==> src/rtl/audio_pkg.sv <==
// Shared definitions for the audio sequencing blocks: FSM states, sound IDs,
// default durations and the fixed launch priority order.
package audio_pkg;

    typedef enum logic [1:0] {IDLE, LAUNCH, PLAY, GAP} state_t;

    localparam logic [2:0] SND_NONE     = 3'd0;
    localparam logic [2:0] SND_CHOMP    = 3'd1;
    localparam logic [2:0] SND_PLACE    = 3'd2;
    localparam logic [2:0] SND_TRAVEL   = 3'd3;
    localparam logic [2:0] SND_MOVE     = 3'd4;
    localparam logic [2:0] SND_GAMEOVER = 3'd5;

    localparam int unsigned DEF_DUR_CHOMP    = 32'd49001706;
    localparam int unsigned DEF_DUR_PLACE    = 32'd75485829;
    localparam int unsigned DEF_DUR_TRAVEL   = 32'd197952804;
    localparam int unsigned DEF_DUR_MOVE     = 32'd96007023;
    localparam int unsigned DEF_DUR_GAMEOVER = 32'd321007680;
    localparam int unsigned DEF_GAP_CYC      = 32'd1000;

    // Highest priority in the top three bits, lowest in the bottom three.
    localparam logic [14:0] PRIO_ORDER = {SND_GAMEOVER, SND_TRAVEL, SND_PLACE, SND_CHOMP, SND_MOVE};

    function automatic logic [2:0] prio_at(input int k);
        return PRIO_ORDER[3*(4-k) +: 3];
    endfunction

    // Request bit for a sound ID; SND_NONE maps to no bit.
    function automatic logic [4:0] snd_bit(input logic [2:0] id);
        logic [4:0] b;
        b = 5'b00001 << (id - 3'd1);
        return b;
    endfunction

    // Request bits whose sound outranks cur.
    function automatic logic [4:0] higher_mask(input logic [2:0] cur);
        logic [4:0] m;
        logic found;
        m = '0;
        found = 1'b0;
        for (int k = 0; k < 5; k++) begin
            if (prio_at(k) == cur) found = 1'b1;
            else if (!found) m = m | snd_bit(prio_at(k));
        end
        return m;
    endfunction

endpackage

==> src/rtl/sound_prio_pick.sv <==
// Fixed-priority encoder: request bit vector to {valid, winning sound ID}.
module sound_prio_pick
    import audio_pkg::*;
(
    input  logic [4:0] pending,
    output logic       valid,
    output logic [2:0] id
);

    // Walk lowest to highest so the highest-priority hit is written last.
    always_comb begin
        valid = 1'b0;
        id    = SND_NONE;
        for (int k = 4; k >= 0; k--) begin
            if ((pending & snd_bit(prio_at(k))) != 5'b0) begin
                valid = 1'b1;
                id    = prio_at(k);
            end
        end
    end

endmodule

==> src/rtl/sound_scheduler.sv <==
// Sequences the shared audio player: latches request pulses, launches one
// sound at a time by priority, optionally pre-empts, and inserts a silent gap.
module sound_scheduler
    import audio_pkg::*;
#(
    parameter int unsigned DUR_CHOMP    = DEF_DUR_CHOMP,
    parameter int unsigned DUR_PLACE    = DEF_DUR_PLACE,
    parameter int unsigned DUR_TRAVEL   = DEF_DUR_TRAVEL,
    parameter int unsigned DUR_MOVE     = DEF_DUR_MOVE,
    parameter int unsigned DUR_GAMEOVER = DEF_DUR_GAMEOVER,
    parameter int unsigned GAP_CYC      = DEF_GAP_CYC,
    parameter bit          PREEMPT      = 1'b1
) (
    input  logic       clk,
    input  logic       rst,
    input  logic [4:0] req,
    input  logic       stop,
    input  logic       mute,
    output logic       play,
    output logic [2:0] soundchoice,
    output logic       busy,
    output logic [4:0] pending,
    output logic [1:0] state_dbg
);

    state_t      state, state_next;
    logic [31:0] counter, counter_next;
    logic [2:0]  choice_next, launch_id;
    logic [4:0]  clr, pending_next;
    logic        win_valid, pre_valid, do_launch;
    logic [2:0]  win_id, pre_id;

    function automatic logic [31:0] dur_m1(input logic [2:0] id);
        case (id)
            SND_CHOMP:    return 32'(DUR_CHOMP - 1);
            SND_PLACE:    return 32'(DUR_PLACE - 1);
            SND_TRAVEL:   return 32'(DUR_TRAVEL - 1);
            SND_MOVE:     return 32'(DUR_MOVE - 1);
            SND_GAMEOVER: return 32'(DUR_GAMEOVER - 1);
            default:      return 32'd0;
        endcase
    endfunction

    sound_prio_pick u_win (.pending(pending), .valid(win_valid), .id(win_id));

    // Same encoder restricted to sounds that outrank the one playing.
    sound_prio_pick u_pre (
        .pending(pending & higher_mask(soundchoice)),
        .valid  (pre_valid),
        .id     (pre_id)
    );

    always_comb begin
        state_next   = state;
        counter_next = counter;
        choice_next  = soundchoice;
        clr          = 5'b0;
        do_launch    = 1'b0;
        launch_id    = SND_NONE;
        case (state)
            IDLE: begin
                if (win_valid && !mute) begin
                    do_launch = 1'b1;
                    launch_id = win_id;
                end
            end
            LAUNCH: state_next = PLAY;
            PLAY: begin
                if (PREEMPT && pre_valid && !mute) begin
                    do_launch = 1'b1;
                    launch_id = pre_id;
                end else if (counter == 32'd0) begin
                    choice_next = SND_NONE;
                    if (GAP_CYC == 0) begin
                        state_next = IDLE;
                    end else begin
                        state_next   = GAP;
                        counter_next = 32'(GAP_CYC - 1);
                    end
                end else begin
                    counter_next = counter - 32'd1;
                end
            end
            GAP: begin
                if (counter == 32'd0) state_next = IDLE;
                else counter_next = counter - 32'd1;
            end
            default: state_next = IDLE;
        endcase
        if (do_launch) begin
            state_next   = LAUNCH;
            choice_next  = launch_id;
            clr          = snd_bit(launch_id);
            counter_next = dur_m1(launch_id);
        end
        // A new request in the clear cycle survives, so the sound replays.
        pending_next = (pending & ~clr) | req;
        if (stop) begin
            state_next   = IDLE;
            choice_next  = SND_NONE;
            counter_next = 32'd0;
            pending_next = 5'b0;
        end
    end

    always_ff @(posedge clk) begin
        if (rst) begin
            state       <= IDLE;
            counter     <= 32'd0;
            soundchoice <= SND_NONE;
            pending     <= 5'b0;
        end else begin
            state       <= state_next;
            counter     <= counter_next;
            soundchoice <= choice_next;
            pending     <= pending_next;
        end
    end

    assign play      = (state == LAUNCH);
    assign busy      = (state != IDLE);
    assign state_dbg = state;

endmodule

==> config.mk <==
export PLATFORM = sky130hd
export DESIGN_NAME = sound_scheduler
export DESIGN_NICKNAME = d
export VERILOG_FILES = /design/src/rtl/audio_pkg.sv /design/src/rtl/sound_prio_pick.sv /design/src/rtl/sound_scheduler.sv
export SDC_FILE = /design/constraint.sdc
export NUM_CORES = 1
export LEC_CHECK = 0
export BUFFER_PORTS_ARGS = -buffer_cell sky130_fd_sc_hd__buf_2
export CORE_MARGIN = 1.5
export CORE_UTILIZATION = 42
export DETAILED_ROUTE_END_ITERATION = 10
export PLACE_DENSITY = 0.59
export SLEW_MARGIN = 20
export SYNTH_ARGS = -nofsm -noshare
export SYNTH_HDL_FRONTEND = slang
export SYNTH_SLANG_ARGS = --single-unit
==> constraint.sdc <==
create_clock -name clk -period 6.55 [get_ports clk]
set_input_delay 1.31 -clock clk [delete_from_list [all_inputs] [get_ports clk]]
set_output_delay 1.31 -clock clk [all_outputs]
set_load 0.02 [all_outputs]
==> flow_summary.ini <==
[routing]
first_pass_iters = 4
drt-initial-drc-count = 234
num_vias = 2790
vias_per_cell = 6.41
drt_wl_total_um = 8010
drc = 0
final_antenna_net_count = 0
routedWlPerCell_um = 18.4

[placed_design]
gp_congestion = 0.858
dp_hpwl_um = 5740
placed_area_sq_um = 2840
placedCellCount = 428
portBuffers = 20

[finish]
drive_above_1_share_pct = 12.8
diodes = 0
fillCellCount = 638
nets = 369
stdcell_count = 435
fin_area_sq_um = 2960
final_cell_mix = dfxtp_1 (42), nor2_1 (41), nand2_1 (21), a21oi_1 (21), buf_2 (20)
area_growth_pct = 9.00
fin_util_pct = 47.1
layout_commonest_cell = dfxtp_1

[timing]
slew_headroom_pct = 38.1
worstMarginPinSlew_ps = 926
slew_viol_final = 0
clock_skew_ps = 6.59
hold_violations = 0
rsz0062_at_grt = false
fmax_mhz = 303
period_share_pct = 50.4
min_period_ps = 3300
final.setup.tns_ps = 0
setup_viol = 0

[floorplan]
die-area_sq_um = 6950
start_util_pct = 43.2
die_y_um = 83.3
coreArea_sq_um = 6280
ios = 21
die_w_um = 83.3
rows = 29

[power_and_ir_drop]
vdd_drop_max_mv = 0.110
power_switching_w = 0.000328
p_leak_nw = 1.17
sw_frac_of_total_pct = 38.9
clkPwrFrac_pct = 25.1
pwr-share-comb_pct = 40.9
p_seq_share_pct = 34.0
p_int_w = 0.000515
totalPowerFinal_w = 0.000843
power.density_nw_per_um2 = 285

[clock_tree]
numCtsBuffers = 5
ctsHtreeMaxLevel = 2
ctsRootBufferMaster = clkbuf_8
cts_hold_buf = 0
cts_tree = built
cts_resized = 0
clkTransAtPathRegs_ps = 80
insertion_delay_ps = 300
post_cts_buffers = 0
cts_sinks = 42
cts_max_path_buffers = 2

[synthesis]
yosysSeqAreaShare_pct = 31.0
synth_nets = 356
synth_mux_area_share_pct = 0.369
synth-seq-cells = 42
synth-adder-area-share_pct = 0.923
ys_warn_count = 0
synth_compound_area_share_pct = 33.6
synth-edff-count = 0
synthXorXnorAreaFrac_pct = 2.58
syn-instance-count = 345
avgSynthCellArea_sq_um = 7.86
syn_area_sq_um = 2710
ys.flop_type = dfxtp_1
ys_types = 59
async_flop_share_pct = 0
synthSimpleGateAreaFrac_pct = 26.9
synth_top_family_by_area = compound AO/OA/AOI/OAI gates

[job]
cap_viol_max_count = 0

[global_route]
grt_first_pass_wirelength_um = 13400
track_usage_pct = 24.0
grt_max_degree = 31
grt_pass1_vias = 2565
antenna_found_initial = 0
overflow = 0

[critical_path]
worstSetupPathType = input pin to register
crit_path_end_kind = register
rrSetupSlack_ps = 3410
crit_required_ps = 6780
start_kind = input pin
cp.arrival_ps = 3530
critPathMaxFanout = 7

[run_status]
status = finished, final reports clean

[worst_hold_path]
hp-class = register to register
## worst max-delay path: stages
cell and delay [ps]:
buf_2 110, or2_2 340, o31ai_1 780, nand2_1 450, o221a_2 390, a21oi_1 150
## metrics by stage
step	hold slack [ps]	setup WS, ps
5_1_grt	552	3120
2_1_floorplan	470	3550
4_1_cts	523	3260
3_5_place_dp	493	2960
3_3_place_gp	487	3070
6_report	518	3250
## path summary, 6_finish.rpt
kind,from,to,depth (start not counted)
max,mute,counter[6],6
min,counter[28],counter[28],1
max reg2reg,counter[5],counter[26],6
min reg2reg,counter[28],counter[28],1
## final cells by class
type | instances | area, sq um | area share [%]
clock inverter | 1 | 30.0 | 1.02
multi-input combinational | 276 | 1750 | 59.1
clock buffer | 6 | 82.6 | 2.79
sequential | 42 | 841 | 28.5
inverter | 10 | 37.5 | 1.27
timing repair buffer | 23 | 123 | 4.15
tap | 77 | 96.3 | 3.26
## cell families after synthesis
| logic type | count (synthesis) |
|---|---|
| AO/OA/AOI/OAI | 127 |
| XOR/XNOR | 8 |
| adder cells (fa/ha/maj) | 2 |
| buffers and inverters | 27 |
| flip-flops | 42 |
| multiplexers | 1 |
| AND/OR/NAND/NOR | 138 |
## flip-flops by register name, indices dropped and copies added, names as in the netlist
name         cells
state_dbg        2
soundchoice      3
counter         32
pending          5
## power groups by stage
stage | Sequential [W] | Clock (W) | Combinational, W
floorplan | 0.000289 | 0 | 0.000276
global placement | 0.000292 | 0 | 0.000343
detailed placement | 0.000292 | 0 | 0.000340
CTS | 0.000286 | 0.000217 | 0.000341
global route | 0.000289 | 0.000229 | 0.000380
finish | 0.000286 | 0.000212 | 0.000345
## cells in the mapped netlist (all sizes together) (3+ instances only)
master,instances,area [sq um]
a211oi,3,22.5
a21oi,21,105
a31oi,6,37.5
a32o,12,120
buf,5,42.5
clkbuf,12,45.0
dfxtp,42,841
inv,10,37.5
nand2,21,78.8
nand2b,5,31.3
nand3,9,45.0
nand4,3,18.8
nor2,41,154
nor2b,4,25.0
nor3,17,90.1
nor3b,3,22.5
nor4,8,65.1
nor4b,4,35.0
o211a,5,50.1
o21ai,37,185
o22a,3,26.3
o22ai,6,37.5
o2bb2ai,3,26.3
o311ai,4,35.0
or2,9,56.3
or3,7,43.8
or4,3,30.0
xnor2,6,52.6
## layer usage
layer,vias to the layer above,part of all wire (%),track usage (%),wire length (um)
met4,0,2.8,9.55,225
met1,1313,48,33.1,3830
li1,1349,-,-,-
met5,-,0,0,0
met2,104,44,36.8,3520
met3,24,5.5,4.57,438
No activity file was read; power rests on OpenSTA's default activity.
